File: src/rtl/rf_pkg.sv
// Shared types for the register-file writeback path: widths, PPP encodings, writeback request.
package rf_pkg;

  localparam int RF_DATA_WIDTH = 64;
  localparam int RF_ADDR_WIDTH = 5;

  typedef logic [2:0] ppp_t;

  localparam ppp_t PPP_A = 3'b000;
  localparam ppp_t PPP_U = 3'b001;
  localparam ppp_t PPP_D = 3'b010;
  localparam ppp_t PPP_E = 3'b011;
  localparam ppp_t PPP_O = 3'b100;

  typedef struct packed {
    logic [RF_ADDR_WIDTH-1:0] rd;
    ppp_t                     ppp;
    logic [RF_DATA_WIDTH-1:0] data;
  } wb_req_t;

  // Encodings above PPP_O are reserved and must never reach the register file.
  function automatic logic ppp_is_valid(input ppp_t p);
    return p <= PPP_O;
  endfunction

endpackage

File: src/rtl/ld_rsp_fifo.sv
// In-order synchronous FIFO for returned load data; one-cycle write-to-read latency.
// Caller must not push when full nor pop when empty; same-cycle push and pop is allowed.
module ld_rsp_fifo #(
  parameter int WIDTH = 8,
  parameter int DEPTH = 2,
  parameter int CW    = $clog2(DEPTH + 1),
  parameter int PW    = (DEPTH > 1) ? $clog2(DEPTH) : 1
) (
  input  logic             clk,
  input  logic             reset,
  input  logic             push,
  input  logic [WIDTH-1:0] push_data,
  input  logic             pop,
  output logic [WIDTH-1:0] pop_data,
  output logic [CW-1:0]    count,
  output logic             full,
  output logic             empty
);

  logic [WIDTH-1:0] mem [DEPTH];
  logic [PW-1:0]    wr_ptr;
  logic [PW-1:0]    rd_ptr;

  function automatic logic [PW-1:0] ptr_inc(input logic [PW-1:0] p);
    return (p == PW'(DEPTH - 1)) ? '0 : p + 1'b1;
  endfunction

  always_ff @(posedge clk) begin
    if (reset) begin
      wr_ptr <= '0;
      rd_ptr <= '0;
      count  <= '0;
    end else begin
      if (push) wr_ptr <= ptr_inc(wr_ptr);
      if (pop)  rd_ptr <= ptr_inc(rd_ptr);
      count <= count + CW'(push) - CW'(pop);
    end
  end

  // Storage is not reset; entries are only observed once count covers them.
  always_ff @(posedge clk) begin
    if (push) mem[wr_ptr] <= push_data;
  end

  assign pop_data = mem[rd_ptr];
  assign full     = (count == CW'(DEPTH));
  assign empty    = (count == '0);

endmodule

File: src/rtl/rf_writeback_arbiter.sv
// Merges ALU results and queued load returns onto the single register-file write port, with a
// pending-load scoreboard for decode hazards. Optional WB_ERR_COUNT_EN adds a saturating drop counter.
module rf_writeback_arbiter
  import rf_pkg::*;
#(
  parameter int DATA_WIDTH = RF_DATA_WIDTH,
  parameter int ADDR_WIDTH = RF_ADDR_WIDTH,
  parameter int NUM_REGS   = 2 ** ADDR_WIDTH,
  parameter int LQ_DEPTH   = 2
) (
  input  logic                  clk,
  input  logic                  reset,
  input  logic                  alu_valid,
  output logic                  alu_ready,
  input  logic [ADDR_WIDTH-1:0] alu_rd,
  input  logic [2:0]            alu_ppp,
  input  logic [DATA_WIDTH-1:0] alu_data,
  input  logic                  ld_issue_valid,
  input  logic [ADDR_WIDTH-1:0] ld_issue_rd,
  output logic                  ld_issue_ready,
  input  logic                  ld_rsp_valid,
  output logic                  ld_rsp_ready,
  input  logic [ADDR_WIDTH-1:0] ld_rsp_rd,
  input  logic [2:0]            ld_rsp_ppp,
  input  logic [DATA_WIDTH-1:0] ld_rsp_data,
  input  logic [ADDR_WIDTH-1:0] hz_rd_0,
  input  logic [ADDR_WIDTH-1:0] hz_rd_1,
  output logic                  hz_busy_0,
  output logic                  hz_busy_1,
  output logic                  rf_wen,
  output logic [ADDR_WIDTH-1:0] rf_wr_addr,
  output logic [2:0]            rf_ppp_sel,
  output logic [DATA_WIDTH-1:0] rf_data,
  output logic                  ppp_err
`ifdef WB_ERR_COUNT_EN
  ,
  output logic [15:0]           ppp_err_cnt
`endif
);

  localparam int CW = $clog2(LQ_DEPTH + 1);

  wb_req_t             alu_req;
  wb_req_t             rsp_req;
  wb_req_t             head_req;
  wb_req_t             sel_req;
  logic [CW-1:0]       lq_count;
  logic                lq_full;
  logic                lq_empty;
  logic                lq_push;
  logic                lq_pop;
  logic                take_alu;
  logic                wr_any;
  logic                bad_ppp;
  logic                issue_set;
  logic [NUM_REGS-1:0] pending;
  logic [NUM_REGS-1:0] pending_nxt;

  assign alu_req = '{rd: alu_rd, ppp: alu_ppp, data: alu_data};
  assign rsp_req = '{rd: ld_rsp_rd, ppp: ld_rsp_ppp, data: ld_rsp_data};

  ld_rsp_fifo #(
    .WIDTH ($bits(wb_req_t)),
    .DEPTH (LQ_DEPTH)
  ) u_lq (
    .clk       (clk),
    .reset     (reset),
    .push      (lq_push),
    .push_data (rsp_req),
    .pop       (lq_pop),
    .pop_data  (head_req),
    .count     (lq_count),
    .full      (lq_full),
    .empty     (lq_empty)
  );

  // A full queue outranks the ALU so loads can never be starved indefinitely.
  assign ld_rsp_ready = (lq_count < CW'(LQ_DEPTH));
  assign alu_ready    = !lq_full;
  assign lq_push      = ld_rsp_valid && ld_rsp_ready;
  assign lq_pop       = lq_full || (!alu_valid && !lq_empty);
  assign take_alu     = alu_valid && !lq_full;
  assign wr_any       = take_alu || lq_pop;
  assign sel_req      = take_alu ? alu_req : head_req;
  assign bad_ppp      = wr_any && !ppp_is_valid(sel_req.ppp);

  // A re-issue to a register whose load is retiring this cycle is safe: clear then set.
  assign ld_issue_ready = !pending[ld_issue_rd] || (lq_pop && (head_req.rd == ld_issue_rd));
  assign issue_set      = ld_issue_valid && ld_issue_ready && (ld_issue_rd != '0);

  always_comb begin
    pending_nxt = pending;
    if (lq_pop)    pending_nxt[head_req.rd] = 1'b0;
    if (issue_set) pending_nxt[ld_issue_rd] = 1'b1;
  end

  assign hz_busy_0 = pending[hz_rd_0];
  assign hz_busy_1 = pending[hz_rd_1];

  always_ff @(posedge clk) begin
    if (reset) begin
      rf_wen     <= 1'b0;
      rf_wr_addr <= '0;
      rf_ppp_sel <= '0;
      rf_data    <= '0;
      ppp_err    <= 1'b0;
      pending    <= '0;
    end else begin
      rf_wen  <= wr_any && (sel_req.rd != '0) && ppp_is_valid(sel_req.ppp);
      pending <= pending_nxt;
      if (wr_any) begin
        rf_wr_addr <= sel_req.rd;
        rf_ppp_sel <= sel_req.ppp;
        rf_data    <= sel_req.data;
      end
      if (bad_ppp) ppp_err <= 1'b1;
    end
  end

`ifdef WB_ERR_COUNT_EN
  always_ff @(posedge clk) begin
    if (reset) begin
      ppp_err_cnt <= '0;
    end else if (bad_ppp && (ppp_err_cnt != 16'hFFFF)) begin
      ppp_err_cnt <= ppp_err_cnt + 16'd1;
    end
  end
`endif

endmodule

File: config.mk
export PLATFORM = sky130hd
export DESIGN_NAME = rf_writeback_arbiter
export DESIGN_NICKNAME = d
export VERILOG_FILES = /design/src/rtl/rf_pkg.sv /design/src/rtl/ld_rsp_fifo.sv /design/src/rtl/rf_writeback_arbiter.sv
export SDC_FILE = /design/constraint.sdc
export NUM_CORES = 1
export LEC_CHECK = 0
export CAP_MARGIN = 20
export CORE_MARGIN = 4
export CORE_UTILIZATION = 25
export CTS_BUF_LIST = sky130_fd_sc_hd__clkbuf_4 sky130_fd_sc_hd__clkbuf_8
export CTS_CLUSTER_DIAMETER = 200
export DETAILED_ROUTE_END_ITERATION = 7
export MAX_ROUTING_LAYER = met4
export PLACE_DENSITY_LB_ADDON = 0.25
export SLEW_MARGIN = 20
export SYNTH_ARGS = -nofsm -noshare
export SYNTH_HDL_FRONTEND = slang
export SYNTH_SLANG_ARGS = --single-unit
export TNS_END_PERCENT = 20
File: constraint.sdc
create_clock -name clk -period 6.5 [get_ports clk]
set_clock_uncertainty 0.15 [all_clocks]
set_input_delay 1.3 -clock clk [delete_from_list [all_inputs] [get_ports clk]]
set_output_delay 1.3 -clock clk [all_outputs]
set_load 0.02 [all_outputs]
Word-level counts from Yosys, hierarchy flattened

Memory sizes are Yosys's and may differ from the RTL's. A register that Yosys moved wholly into a read port is not among the register bits.
Cells that the tools add are included.
W data, S select, Z words.

$mul: 0
Multiplexer cells: 19
Bitwise operators: 3
Equality and inequality tests: 2
Div/mod/pow operators: 0
$add $sub $neg: 4
Reduce and logical (&&, ||, !) cells: 22
$lt $le $gt $ge: 8
Shift-type cells: 0

Operators by type and width:

| kind                  | count |
|---|---|
| $mux W72              | 1 |
| $mux W32              | 2 |
| $and A32 B32 Y32      | 1 |
| $not A32 Y32          | 1 |
| $or A32 B32 Y32       | 1 |
| $lt A5 B6 Y1 const B  | 4 |
| $bmux W1 S5           | 3 |
| $logic_and A1 B1 Y1   | 11 |
| $mux W1               | 11 |
| $demux W1 S5          | 2 |
| $ge A5 B1 Y1 const B  | 2 |
| $reduce_bool A5 Y1    | 2 |
| $eq A5 B5 Y1          | 1 |
| $logic_not A1 Y1      | 5 |
| $le A3 B3 Y1 const B  | 1 |
| $logic_or A1 B1 Y1    | 3 |
| $add A1 B1 Y1 const B | 2 |
| $add A2 B1 Y2         | 1 |
| $eq A2 B2 Y1 const B  | 1 |
| $logic_not A2 Y1      | 1 |
| $lt A2 B2 Y1 const B  | 1 |
| $sub A2 B1 Y2         | 1 |

Output and inout bits: 79
Bits in read-only memories: 0
Register bits: 110
Input port bits: 164
Latch bits: 0
Memories kept: 1
Word-level logic and storage cells: 68
Bits in writable memories: 144

Memory list:

| name     | depth | bits a word | rd ports | clocked after memory_dff | wr ports | RTL line          | RTL |
|---|---|---|---|---|---|---|---|
| u_lq.mem | 2     | 72          | 1        | 1                        | 1        | ld_rsp_fifo.sv:20 | `logic [WIDTH-1:0] mem [DEPTH];` |

Logic depth before layout (Yosys ltp)

Gate-level depths: netlist of the first run.

Depth after elaboration: 9
Depth in mapped cells: 9
Depth with buffers taken out: 6

Hierarchy

From an unflattened synthesis of the first run, not the netlist that was laid out.

Cells, all modules: 888
Area total of the unflattened synthesis: 11632.4 µm²

By module, submodules not included:

| module               | instances | area an instance (µm²) | cells each | sequential area each (µm²) |
|---|---|---|---|---|
| rf_writeback_arbiter | 1         | 5866.9                 | 643        | 2122.0 |
| ld_rsp_fifo          | 1         | 5765.5                 | 245        | 4424.2 |

Worst setup path after synthesis of the first run

No wires, ideal clock.

Kind: input port to flip-flop
From: input port ld_rsp_valid
To: memory u_lq.mem[0][0] (netlist name), enable pin
Arrival time: 4.771 ns
Setup time: 0.511 ns
Required time: 5.839 ns
Buffers on the path: 0
Cell stages on the path: 2
Path slack: 1.068 ns
Cell sequence: nor2b_1 > nor2b_1

Word-level cells in the longest chain between the ends: 3

Ends and longest elaborated chain:

| element                       | RTL line                   | RTL |
|---|---|---|
| from (decl)                   | rf_writeback_arbiter.sv:21 | `input logic ld_rsp_valid,` |
| $logic_and A1 B1 Y1           | rf_writeback_arbiter.sv:80 | `assign lq_push = ld_rsp_valid && ld_rsp_ready;` |
| $mux W1                       | ld_rsp_fifo.sv:42          | `if (push) mem[wr_ptr] <= push_data;` |
| $mux W1 (implied by the code) | ld_rsp_fifo.sv:42          |  |
| to (decl)                     | ld_rsp_fifo.sv:20          |  |

Every way passes these cells.

Worst setup path in the final report of the first run

From: input port ld_issue_rd[2]
To: output port ld_issue_ready

Word-level cells in the longest chain between the ends: 4
Elaborated cells between the ends (all ways): 6
Those cells by class: eq/ne: 1; mux: 2; reduce/logical: 3

Ends and longest elaborated chain:

| element                       | RTL line                   | RTL |
|---|---|---|
| from (decl)                   | rf_writeback_arbiter.sv:19 | `input logic [ADDR_WIDTH-1:0] ld_issue_rd,` |
| $bmux W1 S5                   | rf_writeback_arbiter.sv:88 | `assign ld_issue_ready = !pending[ld_issue_rd] \|\| (lq_pop && (head_req.rd == ld_issue_rd));` |
| $mux W1 (implied by the code) | rf_writeback_arbiter.sv:88 |  |
| $logic_not A1 Y1              | rf_writeback_arbiter.sv:88 |  |
| $logic_or A1 B1 Y1 *          | rf_writeback_arbiter.sv:88 |  |
| to (decl)                     | rf_writeback_arbiter.sv:20 | `output logic ld_issue_ready,` |

Every way passes the cells marked *; elsewhere a longest branch is shown, timed or not. The select of a mux whose other input is x is not followed.

==> flow_metrics.env, run 1 <==
export IMPL_outcome="finished with violations"
export IMPL_violations="DRC"
export IMPL_layout_drive_gt1_share_pct=18.9
export IMPL_synth_adder_area_share_pct=0.119
export IMPL_grt_usage_pct=14.4
export IMPL_synth_seq_cells=255
export IMPL_critPathLaunch="ld_issue_rd[2]"
export IMPL_syn_inst=789
export IMPL_netlist_area_leader_share_pct=41.2
export IMPL_hold_class="reg2reg"
export IMPL_yosys_top_cells_count="144 x edfxtp_1, 111 x dfxtp_1, 101 x nor2_1"
export IMPL_required_ns=5.05
export IMPL_rows=74
export IMPL_tns_ns=0
export IMPL_drc=1
export IMPL_fill_cells=4060
export IMPL_synth_most_common_cell="edfxtp_1"
export IMPL_maxSlewHeadroom_pct=29.5
export IMPL_syn_cell_area_um2=10500
export IMPL_dp_hpwl_mm=22.0
export IMPL_synthTopCellsByArea="edfxtp_1 41%, dfxtp_1 21%, mux2_2 7.1%"
export IMPL_synth_warnings=0
export IMPL_p_leak_uw=0.00488
export IMPL_post_cts_repair_setup_buffers=0
export IMPL_design_core_area_um2=41200
export IMPL_yosys_most_used_dff="edfxtp_1"
export IMPL_yosys_area_share_simple_pct=9.71
export IMPL_peakVddDrop_mv=0.148
export IMPL_seq_area_frac_synth_pct=62.3
export IMPL_p_per_area_nw_per_um2=287
export IMPL_die_x_um=213
export IMPL_drt_iter0_markers=728
export IMPL_ant_nets=0
export IMPL_synth_compound_area_share_pct=10.6
export IMPL_finalPower_uw=4140
export IMPL_max_clock_freq_ghz=0.182
export IMPL_critical_path_class="in2out"
export IMPL_cap_violations=0
export IMPL_wirelength_mm=32.8
export IMPL_tightest_slew_ns=1.05
export IMPL_dieArea_um2=45400
export IMPL_grt_pass1_vias=7998
export IMPL_clk_latency_ns=0.58
export IMPL_antenna_found_initial=5
export IMPL_synth_edf_count=144
export IMPL_clockBufferDepth=3
export IMPL_holdBufCountCts=0
export IMPL_synth_largest_area_cell="edfxtp_1"
export IMPL_start_kind="input pin"
export IMPL_min_period_over_period_pct=84.6
export IMPL_cp_end_kind="primary output"
export IMPL_clock_sinks=255
export IMPL_grt_max_degree=78
export IMPL_die_y_um=213
export IMPL_synth_mux_area_share_pct=14.1
export IMPL_dr_total_vias=7803
export IMPL_synth_top_family_by_area="multiplexers"
export IMPL_wire_per_inst_um=20.4
export IMPL_pin_count=243
export IMPL_synth_nets=954
export IMPL_synth_avg_cell_area_um2=13.3
export IMPL_critPathArrivalTime_ns=4.05
export IMPL_cts_root_buf="clkbuf_8"
export IMPL_period_minus_slack_ns=5.50
export IMPL_finalHoldViolCount=0
export IMPL_grt_pass1_wl_mm=48.4
export IMPL_place_gp_congestion=0.888
export IMPL_overflow=0
export IMPL_finalSetupViolCount=0
export IMPL_drtPass1Iterations=8
export IMPL_cts_max_level=2
export IMPL_cts_tree="yes"
export IMPL_cts_resized=0
export IMPL_min_delay_start="ppp_err"
export IMPL_crit_fanout=17
export IMPL_synth_xor_area_share_pct=0.667
export IMPL_syn_to_final_growth_pct=37.4
export IMPL_grt_setup_unrepaired="false"
export IMPL_yosysUniqueCellTypes=46
export IMPL_detail_route_vias_per_cell=4.86
export IMPL_ys_async_sr_fraction_pct=0
export IMPL_nNetsFinal=1195
export IMPL_numCtsBuffers=47
export IMPL_initial_core_util_pct=25.5
export IMPL_port_buffers=242
export IMPL_slew_violations=0
export IMPL_clk_pin_slew_ns=0.05
[power by group]
part | total (uW) | switching, uW | leakage (uW) | internal (uW)
Sequential | 1890 | 63.0 | 0.00226 | 1830
Clock | 1580 | 680 | 0.000516 | 899
Combinational | 672 | 345 | 0.00210 | 327
[path summary, 6_finish.rpt]
kind | cells after the start | slack (ns) | end
worst max register to register | 6 | 3.60 | pending[1]
worst max-delay path | 8 | 1.00 | ld_issue_ready
worst min register to register | 2 | 0.32 | ppp_err
worst min-delay path | 2 | 0.32 | ppp_err
[through the flow]
stage	hold slack (ns)	setup slack [ns]	cells	instance area (um^2)	utilization, %
finish	0.316	1.00	1605	14400	35.0
CTS	0.329	1.02	1600	14400	35.0
global placement	0.304	1.01	1513	13400	32.6
global route	0.370	0.862	1605	14400	35.0
detailed placement	0.317	1.02	1513	13400	32.6
floorplan	0.296	1.07	789	10500	-
[routing by layer]
metal	wire length [um]	part of all wire (%)	vias up	track usage, %
met1	13600	41	3861	17.8
li1	-	-	3585	-
met2	15500	47	292	22.2
met4	852	2.6	0	5.18
met5	0	0	-	-
met3	2870	8.8	65	4.82
[worst max-delay path, cell delays in order]
cell	delay, ns
clkdlybuf4s50_1	0.90
or3b_2	0.49
o32a_1	0.16
a31oi_1	0.19
a211o_1	0.16
o21a_4	0.24
inv_1	0.06
clkdlybuf4s50_1	0.53
[logic make-up (layout without fill, tap and decap cells)]
family | count (synthesis) | count (layout)
DFF | 255 | 255
and+or+nand+nor | 214 | 214
AOI/OAI and AO/OA | 138 | 138
muxes | 111 | 111
buffers and inverters | 62 | 341
xor gates and xnor gates | 8 | 8
adders and majority gates | 1 | 1
other | 0 | 5
[cells in the final DEF (no fill, tap or decap), drive strengths merged, types with 6 or more instances in the layout]
| master | synthesis | routed |
|---|---|---|
| a211oi | 11 | 11 |
| a21oi | 22 | 22 |
| a222oi | 59 | 59 |
| buf | 16 | 11 |
| clkbuf | 44 | 75 |
| clkdlybuf4s50 | 0 | 241 |
| clkinv | 0 | 6 |
| dfxtp | 111 | 111 |
| edfxtp | 144 | 144 |
| mux2 | 66 | 66 |
| mux2i | 23 | 23 |
| mux4 | 22 | 22 |
| nand2 | 43 | 43 |
| nand3 | 6 | 6 |
| nand3b | 34 | 34 |
| nor2 | 101 | 101 |
| nor3 | 8 | 8 |
| o21ai | 17 | 17 |
| o31ai | 14 | 14 |
| xnor2 | 6 | 6 |
[state kept, by name, indices dropped and copies added (netlist names), named ones only]
signal and count:
pending 32, ppp_err 1, rf_data 64, rf_ppp_sel 3, rf_wen 1, rf_wr_addr 5
u_lq.count 2, u_lq.mem 144, u_lq.rd_ptr 1, u_lq.wr_ptr 1
[layout make-up]
| type | instances | area, um^2 | area share (%) |
|---|---|---|---|
| Timing Repair Buffer | 252 | 2510 | 17.4 |
| Multi-Input combinational cell | 472 | 3720 | 25.7 |
| Clock inverter | 12 | 100 | 0.693 |
| Antenna cell | 5 | 12.5 | 0.0867 |
| Sequential cell | 255 | 6550 | 45.4 |
| Clock buffer | 75 | 876 | 6.07 |
| Tap cell | 532 | 666 | 4.61 |
| Inverter | 2 | 7.51 | 0.0520 |
Power figures use the tool's default switching activity.
==> run 2, diff against run 1 <==
Clock period 6.5 ns to 4.4 ns, I/O delays scaled along.
==> run 2 against run 1 <==
Effect of this change:
- clock-buffer cell count decreased by 2
- critical endpoint is now hz_busy_0
- largest cell class unchanged
- combinational power is 53% higher
- power up 49%
- non-clock buffer count grew 14
- the run now ends clean
- sequential share of layout area shrank 0.61 points
- sequential cell count is the same
==> flow_metrics.env, run 2 (synthesis gave the netlist of run 1 again) <==
export IMPL_p_per_area_nw_per_um2=423
export IMPL_largest_reg_flops=144
export IMPL_critPathArrivalTime_ns=3.31
export IMPL_antenna_found_initial=6
export IMPL_min_to="ppp_err"
export IMPL_critical_path_class="in2out"
export IMPL_clk_pin_slew_ns=0.05
export IMPL_post_cts_repair_setup_buffers=0
export IMPL_cap_violations=0
export IMPL_holdBufCountCts=0
export IMPL_wirelength_mm=32.9
export IMPL_grt_max_degree=68
export IMPL_start_kind="input pin"
export IMPL_setup_slack_ns=0.0638
export IMPL_outcome="complete, no violations"
export IMPL_clock_sinks=255
export IMPL_placed_cells=1527
export IMPL_overflow=0
export IMPL_layout_commonest_cell="clkdlybuf4s50_1"
export IMPL_period_minus_slack_ns=4.34
export IMPL_r2r_slack_ns=1.65
export IMPL_clockBufferDepth=3
export IMPL_hold_class="reg2reg"
export IMPL_max_clock_freq_ghz=0.231
export IMPL_detail_route_vias_per_cell=4.83
export IMPL_layout_common_cells="239 x clkdlybuf4s50_1, 144 x edfxtp_1, 110 x dfxtp_1"
export IMPL_initial_core_util_pct=25.5
export IMPL_min_path_cells=2
export IMPL_grt_usage_pct=14.4
export IMPL_tightest_slew_ns=1.09
export IMPL_dp_hpwl_mm=22.3
export IMPL_regMostFlops="u_lq.mem"
export IMPL_cts_root_buf="clkbuf_8"
export IMPL_grt_setup_unrepaired="false"
export IMPL_rr_worst_depth=7
export IMPL_min_period_over_period_pct=98.5
export IMPL_min_delay_start="ppp_err"
export IMPL_peakVddDrop_mv=0.252
export IMPL_nNetsFinal=1207
export IMPL_crit_fanout=8
export IMPL_wire_per_inst_um=20.3
export IMPL_p_leak_uw=0.00500
export IMPL_die_y_um=213
export IMPL_port_buffers=242
export IMPL_maxSlewHeadroom_pct=26.9
export IMPL_reg_largest_list="u_lq.mem (144), rf_data (64), pending (32)"
export IMPL_die_x_um=213
export IMPL_drtPass1Iterations=8
export IMPL_numCtsBuffers=45
export IMPL_grt_pass1_wl_mm=48.7
export IMPL_drc=0
export IMPL_cts_max_level=2
export IMPL_grt_pass1_vias=8107
export IMPL_finalSetupViolCount=0
export IMPL_drt_iter0_markers=730
export IMPL_hold_worst_slack_ns=0.325
export IMPL_cp_end_kind="primary output"
export IMPL_fin_cells=1618
export IMPL_tns_ns=0
export IMPL_cts_resized=0
export IMPL_required_ns=3.37
export IMPL_syn_to_final_growth_pct=39.3
export IMPL_place_gp_congestion=0.875
export IMPL_cts_tree="yes"
export IMPL_clk_latency_ns=0.56
export IMPL_pin_count=243
export IMPL_rows=74
export IMPL_ant_nets=0
export IMPL_preCtsSetupSlack_ns=0.0545
export IMPL_dr_total_vias=7812
export IMPL_finalHoldViolCount=0
export IMPL_rr_endpoint="pending[1]"
export IMPL_critPathLaunch="hz_rd_0[0]"
export IMPL_slew_violations=0
export IMPL_design_core_area_um2=41200
export IMPL_layout_drive_gt1_share_pct=19.6
export IMPL_dieArea_um2=45400
[run 2: how the worst max path moves through the flow]
| stage | endpoint | slack (ns) | cells after the start |
|---|---|---|---|
| after floorplan | u_lq.mem[0][0] | 0.76 | 2 |
| after global placement | hz_busy_0 | 0.05 | 6 |
| after detailed placement | hz_busy_0 | 0.05 | 6 |
| after CTS | hz_busy_1 | 0.05 | 6 |
| after global routing | hz_busy_0 | 0.006 | 6 |
| final | hz_busy_0 | 0.06 | 6 |
[run 2: cell type report]
cell class,instances,area [um^2]
fill,4074,26600
sequential,255,6550
multi-input combinational,472,3720
timing repair buffer,266,2670
clock buffer,73,880
tap,532,666
clock inverter,11,126
antenna,7,17.5
inverter,2,7.51
[run 2: where the power goes]
part	total, uW	internal [uW]	leakage, uW	switching [uW]
Sequential	2790	2700	0.00226	82.8
Combinational	1030	499	0.00221	526
Clock	2380	1390	0.000532	987
Total	6190	4590	0.00500	1600
[run 2: stage by stage]
step	power [uW]	utilization (%)	cell area, um^2
floorplan	3380	-	10500
global placement	3860	33.0	13600
detailed placement	3870	33.0	13600
CTS	6310	35.5	14600
global route	6490	35.5	14600
finish	6190	35.5	14600
[run 2: per-layer routing]
layer  GRT usage [%]  routed length, um  up-vias
met4            4.40                863        0
met3            5.05               2740       62
met5               -                  0        -
met2            22.6              15400      272
met1            17.4              13900     3870
li1                -                  -     3608
[run 2: critical path, cell delays in order]
cell and delay (ns):
clkdlybuf4s50_1 0.51, buf_12 0.14, mux4_2 0.48, mux4_2 0.48, mux2_2 0.27, clkdlybuf4s50_1 0.54
==> run 3, diff against run 2 <==
Settings changed: CORE_MARGIN 4 to 2.
==> run 3 against run 2 <==
Effect of this change:
- non-clock buffer count up 3
- final area down 0.82%
- power down 4.2%
- first-iteration DRC count up 1.8%
- worst hold slack better by 0.0094 ns
==> flow_metrics.env, run 3 (synthesis gave the netlist of run 1 again) <==
export IMPL_die_x_um=209
export IMPL_min_period_over_period_pct=98.6
export IMPL_design_core_area_um2=41800
export IMPL_layout_commonest_cell="clkdlybuf4s50_1"
export IMPL_cap_violations=0
export IMPL_register_area_um2=6550
export IMPL_rr_worst_depth=5
export IMPL_syn_to_final_growth_pct=38.1
export IMPL_finalHoldViolCount=0
export IMPL_peakVddDrop_mv=0.253
export IMPL_clk_latency_ns=0.54
export IMPL_clock_sinks=255
export IMPL_post_cts_repair_setup_buffers=0
export IMPL_drt_iter0_markers=743
export IMPL_placed_cells=1536
export IMPL_numCtsBuffers=43
export IMPL_dr_total_vias=7754
export IMPL_ant_nets=0
export IMPL_tightest_slew_ns=0.817
export IMPL_period_minus_slack_ns=4.34
export IMPL_max_clock_freq_ghz=0.230
export IMPL_grt_pass1_vias=7853
export IMPL_rr_endpoint="pending[1]"
export IMPL_maxSlewHeadroom_pct=44.0
export IMPL_hold_class="reg2reg"
export IMPL_min_delay_start="rf_data[47]"
export IMPL_drc=0
export IMPL_multi_input_area_um2=3720
export IMPL_slew_violations=0
export IMPL_slowest_stage="clkdlybuf4s50_1"
export IMPL_detail_route_vias_per_cell=4.79
export IMPL_layout_drive_gt1_share_pct=19.1
export IMPL_nNetsFinal=1208
export IMPL_holdBufCountCts=0
export IMPL_tns_ns=0
export IMPL_grt_max_degree=72
export IMPL_die_y_um=209
export IMPL_layout_common_cells="239 x clkdlybuf4s50_1, 144 x edfxtp_1, 110 x dfxtp_1"
export IMPL_min_to="rf_data[47]"
export IMPL_critPathArrivalTime_ns=3.31
export IMPL_clk_pin_slew_ns=0.06
export IMPL_clockBufferDepth=3
export IMPL_outcome="complete, no violations"
export IMPL_reg_largest_list="u_lq.mem (144), rf_data (64), pending (32)"
export IMPL_cts_tree="yes"
export IMPL_p_leak_uw=0.00495
export IMPL_initial_core_util_pct=25.2
export IMPL_cts_max_level=2
export IMPL_crit_fanout=8
export IMPL_crit_buf_inv=3
export IMPL_fin_cells=1620
export IMPL_cts_root_buf="clkbuf_8"
export IMPL_required_ns=3.37
export IMPL_dieArea_um2=43700
export IMPL_place_gp_congestion=0.884
export IMPL_grt_pass1_wl_mm=47.3
export IMPL_pin_count=243
export IMPL_wirelength_mm=31.8
export IMPL_drtPass1Iterations=6
export IMPL_cts_resized=0
export IMPL_cpPeakStageDelay_ns=0.53
export IMPL_port_buffers=242
export IMPL_wire_per_inst_um=19.6
export IMPL_antenna_found_initial=5
export IMPL_dp_hpwl_mm=21.3
export IMPL_r2r_slack_ns=1.75
export IMPL_grt_usage_pct=14.5
export IMPL_cp_end_kind="primary output"
export IMPL_crit_chain="clkdlybuf4s50_1 > buf_12 > mux4_2 > mux4_2 > mux2_2 > clkdlybuf4s50_1"
export IMPL_grt_setup_unrepaired="false"
export IMPL_fill_cells=4113
export IMPL_finalSetupViolCount=0
export IMPL_rows=75
export IMPL_overflow=0
export IMPL_p_per_area_nw_per_um2=409
export IMPL_min_path_cells=2
export IMPL_regMostFlops="u_lq.mem"
export IMPL_critical_path_class="in2out"
export IMPL_path_delay_family="multiplexers"
export IMPL_start_kind="input pin"
export IMPL_largest_reg_flops=144
==> run 3: cell count changes in the layout (fill, tap and decap cells not counted) <==
cell / change
buf_12: -1
buf_2: +1
buf_4: +3
bufinv_16: -1
clkbuf_4: -8
clkbuf_8: -3
clkinv_1: +2
clkinv_2: +6
clkinv_8: -2
clkinvlp_4: -1
diode_2: -1
==> run 3: layout make-up <==
type,count,area share (%)
flip-flops and latches,255,45.1
multi-input cells,472,25.6
repair buffers,269,18.4
clock buffers,62,5.36
well taps,539,4.65
clock inverters,15,0.647
diodes,6,0.103
inverters,2,0.0517
==> run 3: worst reg2reg max path, stage by stage (launching register included) <==
cell and delay [ns]:
dfxtp_4 0.58, mux2i_1 0.75, xor2_1 0.20, nand3_1 0.20, o22a_1 0.42, o41ai_2 0.25
==> run 3: per-layer routing <==
layer	share of wire [%]	up-vias	wire (um)	GRT usage, %
li1	-	3594	-	-
met1	41	3770	13100	17.9
met2	46	330	14700	22.5
met3	10	60	3240	4.93
met4	2.4	0	760	4.73
met5	0	-	0	-
==> run 3: worst max path at each step <==
stage / end / cells past startpoint / startpoint / slack, ns
global route: hz_busy_1 / 6 / hz_rd_1[0] / 0.0007
finish: hz_busy_1 / 6 / hz_rd_1[0] / 0.06
CTS: hz_busy_1 / 6 / hz_rd_1[0] / 0.05
global placement: hz_busy_1 / 6 / hz_rd_1[0] / 0.06
detailed placement: hz_busy_1 / 6 / hz_rd_1[0] / 0.07
floorplan: u_lq.mem[0][0] / 2 / ld_rsp_valid / 0.76
==> run 3: power by group <==
part / internal [uW] / switching, uW
combinational: 498 / 522
sequential: 2700 / 79.1
clock: 1200 / 934
==> run 3: per-stage QoR <==
stage          total power (uW)  area [um^2]  hold WS [ns]  setup slack, ns  utilization [%]
6_report                   5930        14500         0.334           0.0600             34.7
5_1_grt                    6210        14500         0.358         0.000706             34.7
3_3_place_gp               3860        13600         0.318           0.0644             32.6
4_1_cts                    6040        14500         0.341           0.0487             34.7
2_1_floorplan              3380        10500         0.296            0.760                -
3_5_place_dp               3870        13600         0.327           0.0673             32.6
